## config.mk

```make
export PLATFORM = sky130hd
export DESIGN_NAME = lfsr_seq_ctrl_flat
export DESIGN_NICKNAME = d
export VERILOG_FILES = /design/src/rtl/lfsr_pkg.sv /design/src/rtl/lfsr_seq_ctrl_if.sv /design/src/rtl/lfsr_core.sv /design/src/rtl/lfsr_seq_ctrl.sv /design/src/flat_wrapper.sv
export SDC_FILE = /design/constraint.sdc
export NUM_CORES = 1
export LEC_CHECK = 0
export ABC_CLOCK_PERIOD_IN_PS = 2700
export CAP_MARGIN = 20
export CORE_MARGIN = 2
export CORE_UTILIZATION = 45
export DETAILED_ROUTE_END_ITERATION = 8
export DONT_BUFFER_PORTS = 1
export HOLD_SLACK_MARGIN = 0.12
export SLEW_MARGIN = 20
export SYNTH_ARGS = -nofsm -noshare
export SYNTH_HDL_FRONTEND = slang
export SYNTH_HIERARCHICAL = 1
export SYNTH_SLANG_ARGS = --single-unit
```

## constraint.sdc

```tcl
create_clock -name clk -period 2.7 [get_ports clk]
set_input_delay 0.135 -clock clk [delete_from_list [all_inputs] [get_ports clk]]
set_output_delay 0.135 -clock clk [all_outputs]
set_load 0.01 [all_outputs]
```

## src/rtl/lfsr_pkg.sv

```systemverilog
// Shared types for the LFSR sequencer: controller state encoding and default taps.
// No logic; imported by the controller and the LFSR core.
package lfsr_pkg;

    typedef enum logic [1:0] {
        IDLE = 2'd0,
        LOAD = 2'd1,
        RUN  = 2'd2,
        DONE = 2'd3
    } lfsr_state_e;

    // x^8 + x^6 + x^5 + x^4 + 1, maximal length for an 8-bit register
    localparam logic [7:0] LFSR_DEFAULT_TAPS = 8'hB8;

endpackage

```

## src/rtl/lfsr_seq_ctrl_if.sv

```systemverilog
// Serial output stream of the LFSR sequencer: one bit per valid/ready handshake.
// The producer holds out_bit stable while out_valid is high and out_ready is low.
interface lfsr_seq_ctrl_if;

    logic out_bit;
    logic out_valid;
    logic out_ready;

    modport master (
        output out_bit,
        output out_valid,
        input  out_ready
    );

    modport slave (
        input  out_bit,
        input  out_valid,
        output out_ready
    );

endinterface

```

## src/rtl/lfsr_core.sv

```systemverilog
// Fibonacci LFSR register: serial load (MSB first) or one feedback step per cycle.
// Single-cycle update; load_en wins over step_en; holds when neither is set.
module lfsr_core
    import lfsr_pkg::*;
#(
    parameter int              WIDTH = 8,
    parameter logic [WIDTH-1:0] TAPS = WIDTH'(LFSR_DEFAULT_TAPS)
) (
    input  logic             clk,
    input  logic             rst_n,
    input  logic             load_en,
    input  logic             load_bit,
    input  logic             step_en,
    output logic [WIDTH-1:0] state
);

    logic [WIDTH-1:0] state_q;
    logic [WIDTH-1:0] state_d;
    logic             feedback;

    always_comb begin
        feedback = ^(state_q & TAPS);
        state_d  = state_q;
        if (load_en) begin
            state_d = {state_q[WIDTH-2:0], load_bit};
        end else if (step_en) begin
            state_d = {state_q[WIDTH-2:0], feedback};
        end
    end

    always_ff @(posedge clk) begin
        if (!rst_n) begin
            state_q <= {1'b1, {(WIDTH-1){1'b0}}};
        end else begin
            state_q <= state_d;
        end
    end

    assign state = state_q;

endmodule

```

## src/rtl/lfsr_seq_ctrl.sv

```systemverilog
// Loads a seed serially into an LFSR, then emits nbits output bits over a valid/ready stream.
// First out_valid WIDTH+1 cycles after start is accepted; output holds while out_ready is low.
module lfsr_seq_ctrl
    import lfsr_pkg::*;
#(
    parameter int               WIDTH = 8,
    parameter logic [WIDTH-1:0] TAPS  = WIDTH'(LFSR_DEFAULT_TAPS),
    parameter int               CNT_W = 16
) (
    input  logic                 clk,
    input  logic                 rst_n,
    input  logic                 start,
    input  logic                 abort,
    input  logic [WIDTH-1:0]     seed,
    input  logic [CNT_W-1:0]     nbits,
    lfsr_seq_ctrl_if.master      out_if,
    output logic                 busy,
    output logic                 done,
    output logic                 lockup,
    output logic [WIDTH-1:0]     state_q
);

    localparam int               LDW     = $clog2(WIDTH + 1);
    localparam logic [LDW-1:0]   LD_LAST = LDW'(WIDTH);
    localparam logic [CNT_W-1:0] CNT_ONE = CNT_W'(1);

    lfsr_state_e      st_q,     st_d;
    logic [WIDTH-1:0] seed_q,   seed_d;
    logic [CNT_W-1:0] cnt_q,    cnt_d;
    logic [LDW-1:0]   ld_q,     ld_d;
    logic             lockup_q, lockup_d;
    logic             load_en;
    logic             step_en;
    logic             hs;
    logic [WIDTH-1:0] lfsr_state;

    lfsr_core #(
        .WIDTH (WIDTH),
        .TAPS  (TAPS)
    ) u_core (
        .clk      (clk),
        .rst_n    (rst_n),
        .load_en  (load_en),
        .load_bit (seed_q[WIDTH-1]),
        .step_en  (step_en),
        .state    (lfsr_state)
    );

    always_comb begin
        st_d     = st_q;
        seed_d   = seed_q;
        cnt_d    = cnt_q;
        ld_d     = ld_q;
        lockup_d = lockup_q;
        load_en  = 1'b0;
        step_en  = 1'b0;
        hs       = (st_q == RUN) && out_if.out_ready && !abort;

        case (st_q)
            IDLE: begin
                if (start) begin
                    st_d     = LOAD;
                    seed_d   = seed;
                    cnt_d    = nbits;
                    ld_d     = '0;
                    lockup_d = 1'b0;
                end
            end
            LOAD: begin
                // WIDTH shift cycles, then one settle cycle that judges the loaded register
                if (abort) begin
                    st_d = IDLE;
                end else if (ld_q != LD_LAST) begin
                    load_en = 1'b1;
                    seed_d  = {seed_q[WIDTH-2:0], 1'b0};
                    ld_d    = ld_q + LDW'(1);
                end else if (lfsr_state == '0) begin
                    lockup_d = 1'b1;
                    st_d     = DONE;
                end else if (cnt_q == '0) begin
                    st_d = DONE;
                end else begin
                    st_d = RUN;
                end
            end
            RUN: begin
                if (abort) begin
                    st_d = IDLE;
                end else if (hs) begin
                    step_en = 1'b1;
                    if (cnt_q != '0) begin
                        cnt_d = cnt_q - CNT_ONE;
                    end
                    if (cnt_q == CNT_ONE) begin
                        st_d = DONE;
                    end
                end
            end
            DONE: begin
                st_d = IDLE;
            end
            default: begin
                st_d = IDLE;
            end
        endcase
    end

    always_ff @(posedge clk) begin
        if (!rst_n) begin
            st_q     <= IDLE;
            seed_q   <= '0;
            cnt_q    <= '0;
            ld_q     <= '0;
            lockup_q <= 1'b0;
        end else begin
            st_q     <= st_d;
            seed_q   <= seed_d;
            cnt_q    <= cnt_d;
            ld_q     <= ld_d;
            lockup_q <= lockup_d;
        end
    end

    assign out_if.out_bit   = lfsr_state[WIDTH-1];
    assign out_if.out_valid = (st_q == RUN);
    assign busy             = (st_q != IDLE);
    assign done             = (st_q == DONE);
    assign lockup           = lockup_q;
    assign state_q          = lfsr_state;

endmodule
```

## src/flat_wrapper.sv

```systemverilog
// flat-port wrapper written by rule: the top's interface ports become plain ports
module lfsr_seq_ctrl_flat import lfsr_pkg::*;
#(
    parameter int               WIDTH = 8,
    parameter logic [WIDTH-1:0] TAPS  = WIDTH'(LFSR_DEFAULT_TAPS),
    parameter int               CNT_W = 16
)
  (clk, rst_n, start, abort, seed, nbits, busy, done, lockup, state_q, out_if_out_bit, out_if_out_valid, out_if_out_ready);
  lfsr_seq_ctrl_if out_if_i ();
  input  logic clk;
  input  logic rst_n;
  input  logic start;
  input  logic abort;
  input  logic [WIDTH-1:0] seed;
  input  logic [CNT_W-1:0] nbits;
  output logic busy;
  output logic done;
  output logic lockup;
  output logic [WIDTH-1:0] state_q;
  output wire logic [$bits(out_if_i.out_bit)-1:0] out_if_out_bit;
  output wire logic [$bits(out_if_i.out_valid)-1:0] out_if_out_valid;
  input wire logic [$bits(out_if_i.out_ready)-1:0] out_if_out_ready;
  assign out_if_out_bit = out_if_i.out_bit;
  assign out_if_out_valid = out_if_i.out_valid;
  assign out_if_i.out_ready = out_if_out_ready;
  lfsr_seq_ctrl #(.WIDTH(WIDTH), .TAPS(TAPS), .CNT_W(CNT_W)) u_core (.clk(clk), .rst_n(rst_n), .start(start), .abort(abort), .seed(seed), .nbits(nbits), .out_if(out_if_i), .busy(busy), .done(done), .lockup(lockup), .state_q(state_q));
endmodule
```

== Yosys cells after proc, flatten, opt, wreduce, memory -nomap -nowiden ==
Cells that the tools add are included.
Cells by class
  add/subtract/negate cells: 2
  equality and inequality tests: 16
  muxes and demuxes: 35
  reduce and logical (&&, ||, !) cells: 16
Operators with widths (number)
  $mux W16: 4
  $mux W8: 5
  $pmux W16 S2: 1
  $eq A16 B1 Y1 const B: 1
  $logic_not A16 Y1: 1
  $pmux W8 S2: 1
  $reduce_bool A16 Y1: 1
  $sub A16 B1 Y16 const B: 1
  $mux W2: 7
  $mux W4: 3
  $mux W1: 11
  $reduce_and A5 Y1: 2
  $logic_not A8 Y1: 1
  $ne A2 B1 Y1 const B: 4
  $ne A2 B2 Y1 const B: 4
  $pmux W2 S4: 1
  $pmux W4 S2: 1
  $reduce_and A4 Y1: 2
  $reduce_bool A2 Y1: 4
  $reduce_xor A8 Y1: 1
  $ne A3 B2 Y1 const B: 2
  $add A4 B1 Y4 const B: 1
  $eq A2 B2 Y1 const B: 2
  $ne A4 B4 Y1 const B: 1
  other kinds (6): 7
Storage, ports and cells
  bits in registers: 39
  input port bits: 29
  output and inout port bits: 13
  word-level logic and storage cells: 75

== Logic depth before layout (Yosys ltp) ==
Gate-level depths: netlist of the first run.
  word-level depth: 8
  depth in mapped cells: 10
  mapped depth without buffers: 8

== Modules after synthesis ==
Netlist of the first run, hierarchy kept.
By module, submodules not included
  lfsr_seq_ctrl: times used 1, cells an instance 226, area an instance 1804.2 um^2, sequential area each 620.6 um^2
  lfsr_core: times used 1, cells an instance 47, area an instance 405.4 um^2, sequential area each 160.2 um^2

== Least setup slack after synthesis of the first run ==
OpenSTA, ideal clock, no wires.
  path kind: register to register
  from: reg u_core.cnt_q[0]
  to: reg u_core.cnt_q[2]
  setup time: 129 ps
  arrival: 2004 ps
  required time: 2571 ps
  setup slack: 567 ps
  stages on the path, launching flop included: 11
  buffers on the path: 3
  period minus slack after synthesis: 2133 ps
  path through: dfxtp_1 inv_1 ha_1 or3b_2 clkbuf_1 nor3_4 a31o_2 buf_4 buf_6 a2bb2oi_2 nor2_1
On the way
  longest elaborated chain between the ends: 5
  elaborated cells on any way between the ends: 8
  classes of those cells: add/sub: 1; eq/ne: 1; mux: 4; reduce/logical: 2
Ends and longest elaborated chain
  start: declaration: RTL line lfsr_seq_ctrl.sv:29  | logic [CNT_W-1:0] cnt_q, cnt_d;
  start signal: assignment: RTL line lfsr_seq_ctrl.sv:118  | cnt_q <= cnt_d;
  $sub A16 B1 Y16: RTL line lfsr_seq_ctrl.sv:92  | cnt_d = cnt_q - CNT_ONE;
  $mux W16: RTL line lfsr_seq_ctrl.sv:91  | if (cnt_q != '0) begin
  $mux W16: RTL line lfsr_seq_ctrl.sv:89  | end else if (hs) begin
  $mux W16: RTL line lfsr_seq_ctrl.sv:87  | if (abort) begin
  $pmux W16 S2: RTL line lfsr_seq_ctrl.sv:59  | case (st_q)
Several ways; a longest one is shown, not always the timed one. The select of a mux whose other input is x is not followed.
A chain may end at the register's enable or synchronous reset.

== Final worst setup path of the first run ==
  from: reg u_core.cnt_q[0]
  to: reg u_core.cnt_q[12]
The elaborated chain is that of the path after synthesis.

==> impl_metrics.json, run 1 <==
{
  "overflow": 0,
  "ff_latch_area_um2": 781,
  "fin_util_pct": 53.1,
  "cts.sinks": 39,
  "numPortBuffers": 0,
  "crit_path_start_kind": "flop",
  "hold_viol": 0,
  "critPathMaxFanout": 19,
  "crit_slowest_cell": "or3b_2",
  "syn_area_per_cell_um2": 8.09,
  "fmax_mhz": 410,
  "syn_nets": 306,
  "cp.required_ns": 2.89,
  "grt_pass1_wl_mm": 8.63,
  "final_common_cell": "dfxtp_1",
  "cts_resized": 0,
  "ant_nets": 0,
  "multi_input_area_um2": 1250,
  "wl_per_cell_um": 14.8,
  "finalMaxSlewViolations": 0,
  "syn2layout_area_growth_pct": 13.5,
  "gr-usage-all-layers_pct": 20.1,
  "via_per_inst": 5.62,
  "dieArea_um2": 5490,
  "grt_max_degree": 41,
  "drc_errors": 0,
  "endpoint_kind": "flop",
  "worst_pin_slew_ns": 0.803,
  "clock_path_buffers": 2,
  "ir_drop_v": 0.000304,
  "most-common-layout-cells": "dfxtp_1 (39), nand2_1 (31), nor2_1 (27)",
  "power_density_nw_per_um2": 584,
  "yosysSeqAreaShare_pct": 35.3,
  "synth-edff-count": 0,
  "fin_setup_tns_ns": 0,
  "total_leakage_power_uw": 0.000964,
  "vias": 1971,
  "hpwl_mm": 3.44,
  "holdCritPathClass": "primary input to flop",
  "finalSetupViolCount": 0,
  "timing.slew.headroom_pct": 46.4,
  "worst_path_most_repeated_cell": "a31o_2",
  "root_buffer": "clkbuf_8",
  "cts_inserted_buffers": 5,
  "ys.flop_type": "dfxtp_1",
  "place.gp.congestion": 0.777,
  "die_y_um": 74.1,
  "drive_gt1_share_pct": 10.2,
  "synth_seq_cells": 39,
  "grt_pass1_vias": 1820,
  "criticalPathCategory": "flop to flop",
  "antenna_found_initial": 0,
  "rsz0062_at_grt": "false",
  "fillCellCount": 458,
  "wl_mm": 5.20,
  "start_util_pct": 46.8,
  "n_antenna_cell": 0,
  "crit_path_cell_trace": "inv_1 > ha_1 > or3b_2 > nor3_4 > a31o_2 > nor3_1 > a31o_2",
  "yosys_warnings": 6,
  "status": "finished, final reports clean",
  "netlist_instances": 273,
  "yosys.cell_types.count": 57,
  "clk_pin_slew_ns": 0.08,
  "drt_iter0_drc": 189,
  "final_nets": 316,
  "clk_latency_ns": 0.30,
  "regToRegSetupSlack_ns": 0.26,
  "fin_crit_sh_pct": 90.3,
  "finClkSkew_ns": 0.0114,
  "fin_crit_ns": 2.44,
  "async_reset_ff_share_pct": 0,
  "num_io_pins": 42,
  "rows": 25,
  "cts_htree_levels": 2,
  "fp.dieW_um": 74.1,
  "dr.pass1.iters": 4,
  "syn-cell-area_um2": 2210,
  "core_um2": 4720,
  "maxCapViolations": 0,
  "cts_tree": "done",
  "max_stage_delay_ns": 0.57,
  "hold_slack_ns": 0.125,
  "cp.arrival_ns": 2.63
}
routing by layer:
| metal | part of all wire (%) | track usage, % | up-vias |
|---|---|---|---|
| li1 | - | - | 1002 |
| met1 | 50 | 27.9 | 914 |
| met2 | 43 | 30.8 | 49 |
| met3 | 5.0 | 5.42 | 6 |
| met4 | 1.1 | 6.06 | 0 |
| met5 | 0 | 0 | - |
critical path: cells and delay by family (launching register included):
family / cells / cell delay [ns]
adder cells (fa/ha/maj): 1 / 0.20
buffers and inverters: 1 / 0.11
AND/OR/NAND/NOR: 3 / 0.97
flip-flops: 1 / 0.34
AO/OA/AOI/OAI: 2 / 0.71
logic make-up after synthesis:
group | after synthesis | share of synthesized area [%]
adder cells (fa/ha/maj) | 4 | 2.27
AO/OA/AOI/OAI | 82 | 24.5
XOR/XNOR | 5 | 1.98
AND/OR/NAND/NOR | 100 | 23.6
buffers and inverters | 34 | 8.21
flip-flops | 39 | 35.3
multiplexers | 9 | 4.13
synthesized netlist by cell type (2+ instances only):
cell	n	area (um^2)
ha_1	4	50.1
o21ai_0	19	95.1
inv_1	7	26.3
o21a_1	2	15.0
a21boi_1	3	22.5
nand3_1	4	20.0
a31oi_1	3	18.8
o21ai_1	2	10.0
nor4bb_1	2	20.0
nor3_1	9	45.0
or4_1	6	45.0
a22oi_1	2	15.0
nor4_1	2	12.5
nor3b_1	2	15.0
a21oi_1	20	100
clkbuf_1	11	41.3
buf_6	2	22.5
xor2_1	4	35.0
a21boi_0	3	22.5
dfxtp_1	39	781
o41ai_1	3	26.3
nand4_1	2	12.5
a211oi_1	9	67.6
or4_2	2	17.5
nor2_1	27	101
a31o_2	3	26.3
buf_2	3	15.0
buf_4	9	67.6
o32ai_1	4	35.0
mux2i_1	8	80.1
nand2_1	31	116
sequential cells by signal, indices dropped and copies added (netlist names):
signal	count
u_core/cnt_q	16
u_core/seed_q	8
u_core/u_core/state	8
u_core/ld_q	4
u_core/st_q	2
u_core/lockup	1
where the power goes:
group	internal, uW	switching [uW]
Clock	181	209
Combinational	171	234
Sequential	623	45.8
Total	975	489
worst paths after layout:
check | end | depth (start not counted) | startpoint
setup / recovery | u_core/cnt_q[12]$_SDFFE_PN0P_ | 7 | u_core/cnt_q[0]$_SDFFE_PN0P_
setup reg to reg | u_core/cnt_q[12]$_SDFFE_PN0P_ | 7 | u_core/cnt_q[0]$_SDFFE_PN0P_
hold / removal | u_core/st_q[0]$_SDFFE_PN0P_ | 2 | abort
hold reg to reg | u_core/cnt_q[10]$_SDFFE_PN0P_ | 2 | u_core/cnt_q[10]$_SDFFE_PN0P_
area by class of cell:
class / instances / share of cell area [%]
Multi-Input combinational cell: 200 / 50.0
Timing Repair Buffer: 29 / 11.0
Clock inverter: 2 / 0.499
Sequential cell: 39 / 31.1
Tap cell: 67 / 3.34
Inverter: 8 / 1.20
Clock buffer: 6 / 2.89
repair_timing:
action / 4_1_cts / 5_1_grt
hold buffers: 22 / 1
buffers inserted: 0 / 0
hold endpoints to repair: 34 / 1
stage by stage:
| step | total power, uW | cell area [um^2] | worst slack [ns] | std cells |
|---|---|---|---|---|
| 2_1_floorplan | 989 | 2210 | 0.567 | 273 |
| 3_3_place_gp | 1040 | 2190 | 0.380 | 320 |
| 3_5_place_dp | 1050 | 2190 | 0.322 | 320 |
| 4_1_cts | 1470 | 2500 | 0.290 | 350 |
| 5_1_grt | 1540 | 2510 | 0.133 | 351 |
| 6_report | 1460 | 2510 | 0.262 | 351 |
Note: power is estimated with default switching activity, not from simulation.
==> inputs of run 2 (changes only) <==
BUFFER_PORTS_ARGS = -buffer_cell sky130_fd_sc_hd__buf_2   (was default)
DONT_BUFFER_PORTS = default   (was 1)
PLACE_DENSITY = 0.67   (was default)
==> run 2 against run 1 <==
- clock-buffer cell count unchanged
- setup slack gained 0.020 ns
- sequential power fell by 0.6%
==> impl_metrics.json, run 2 (synthesized netlist as in run 1, its figures left out) <==
{
  "r2r_cells": 7,
  "total_leakage_power_uw": 0.00107,
  "grt_pass1_wl_mm": 8.35,
  "maxCapViolations": 0,
  "crit_path_start_kind": "flop",
  "cp-startpoint": "u_core/cnt_q[0]$_SDFFE_PN0P_",
  "overflow": 0,
  "rr_endpoint": "u_core/cnt_q[12]$_SDFFE_PN0P_",
  "drive_gt1_share_pct": 22.8,
  "worst_path_most_repeated_cell": "a31o_2",
  "cts.sinks": 39,
  "rr_startpoint": "u_core/cnt_q[0]$_SDFFE_PN0P_",
  "final_common_cell": "buf_2",
  "drt_iter0_drc": 145,
  "ant_nets": 0,
  "fp.dieW_um": 74.1,
  "clk_pin_slew_ns": 0.08,
  "vias": 2002,
  "worst_pin_slew_ns": 0.784,
  "antenna_found_initial": 0,
  "crit_slowest_cell": "or3b_2",
  "cp.required_ns": 2.89,
  "rsz0062_at_grt": "false",
  "cts_tree": "done",
  "gr-usage-met2_pct": 30.2,
  "wl_per_cell_um": 13.6,
  "hpwl_mm": 3.48,
  "syn2layout_area_growth_pct": 15.2,
  "crit_buf_inv": 1,
  "via_per_inst": 5.43,
  "fin_crit_sh_pct": 89.6,
  "final_nets": 334,
  "fillCellCount": 465,
  "num_io_pins": 42,
  "largest_reg_flops": 16,
  "rows": 25,
  "cts_inserted_buffers": 5,
  "busiest_layer": "met2",
  "wl_mm": 5.02,
  "hold_viol": 0,
  "fin_crit_ns": 2.42,
  "crit_path_cell_trace": "inv_1 > ha_1 > or3b_2 > nor3_4 > a31o_2 > nor3_1 > a31o_2",
  "postCtsSetupRepairBufs": 0,
  "endpoint_kind": "flop",
  "grtUsageMet3_pct": 4.20,
  "core_um2": 4720,
  "grt_pass1_vias": 1830,
  "finalMaxSlewViolations": 0,
  "clock_path_buffers": 2,
  "gr-usage-met1_pct": 27.3,
  "cts_htree_levels": 2,
  "ir_drop_v": 0.000366,
  "most-common-layout-cells": "buf_2 (41), dfxtp_1 (39), nand2_1 (31)",
  "critPathMaxFanout": 19,
  "gr-usage-all-layers_pct": 19.5,
  "criticalPathCategory": "flop to flop",
  "power_uw": 1650,
  "critPathTopFamily": "simple AND/OR/NAND/NOR gates",
  "path_depth": 7,
  "root_buffer": "clkbuf_8",
  "power_density_nw_per_um2": 647,
  "start_util_pct": 46.8,
  "finClkSkew_ns": 0.00638,
  "holdCritPathClass": "primary input to flop",
  "crit_end": "u_core/cnt_q[12]$_SDFFE_PN0P_",
  "numPortBuffers": 41,
  "n_antenna_cell": 0,
  "finalSetupViolCount": 0,
  "place.gp.congestion": 0.829,
  "die_y_um": 74.1,
  "timing.slew.headroom_pct": 47.7,
  "hold_slack_ns": 0.129,
  "drc_errors": 0,
  "cts_resized": 0,
  "dr.pass1.iters": 4,
  "grt_max_degree": 29,
  "max_stage_delay_ns": 0.58,
  "fin_setup_tns_ns": 0,
  "dieArea_um2": 5490,
  "regToRegSetupSlack_ns": 0.28,
  "status": "finished, final reports clean",
  "top_register": "u_core/cnt_q",
  "cp.arrival_ns": 2.61,
  "fmax_mhz": 413,
  "clk_latency_ns": 0.29
}
-- run 2: cell types whose count changed in the layout (fill, tap and decap cells not counted) --
cell and delta:
buf_12 +1, bufinv_16 +2, dlygate4sd3_1 -22, buf_2 +41, buf_4 -2, clkinv_2 -1, clkinvlp_4 -1
-- run 2: how the worst min path moves through the flow --
stage	start	endpoint	slack, ns	cells after the start
after floorplan	abort	u_core/st_q[1]$_SDFFE_PN0P_	0.22	1
after global placement	seed[0]	u_core/seed_q[0]$_SDFFE_PN0P_	0.40	3
after detailed placement	seed[0]	u_core/seed_q[0]$_SDFFE_PN0P_	0.41	3
after CTS	abort	u_core/st_q[1]$_SDFFE_PN0P_	0.12	2
after global routing	abort	u_core/st_q[1]$_SDFFE_PN0P_	0.15	2
final	abort	u_core/st_q[1]$_SDFFE_PN0P_	0.13	2
-- run 2: final cells by class --
cell class / instances / area, um^2 / share of cell area, %
clock inverter: 2 / 60.1 / 2.36
sequential: 39 / 781 / 30.7
clock buffer: 6 / 72.6 / 2.85
multi-input combinational: 200 / 1250 / 49.2
inverter: 8 / 30.0 / 1.18
timing repair buffer: 47 / 265 / 10.4
tap: 67 / 83.8 / 3.29
-- run 2: per-layer routing --
| layer | up-vias | share of wire, % | wire length (um) |
|---|---|---|---|
| met5 | - | 0 | 0 |
| met4 | 0 | 1.4 | 70 |
| met3 | 6 | 5.5 | 276 |
| met2 | 59 | 44 | 2220 |
| met1 | 902 | 49 | 2450 |
| li1 | 1035 | - | - |
-- run 2: report_power, final --
part	switching [uW]	internal, uW	total [uW]	leakage, uW
Sequential	42.5	623	665	0.000319
Combinational	234	165	399	0.000689
Clock	212	370	582	0.0000654
-- run 2: through the flow --
step           instances  cell area [um^2]  setup slack, ns  utilization, %
2_1_floorplan        273              2210            0.567               -
3_3_place_gp         360              2400            0.384            50.9
3_5_place_dp         360              2400            0.288            50.9
4_1_cts              369              2550            0.279            53.9
5_1_grt              369              2550           0.0843            53.9
6_report             369              2550            0.281            53.9
-- run 2: timing repair --
action,4_1_cts,5_1_grt
endpoints found under the setup margin,0,0
hold endpoints to repair,1,0
hold buffers,1,0
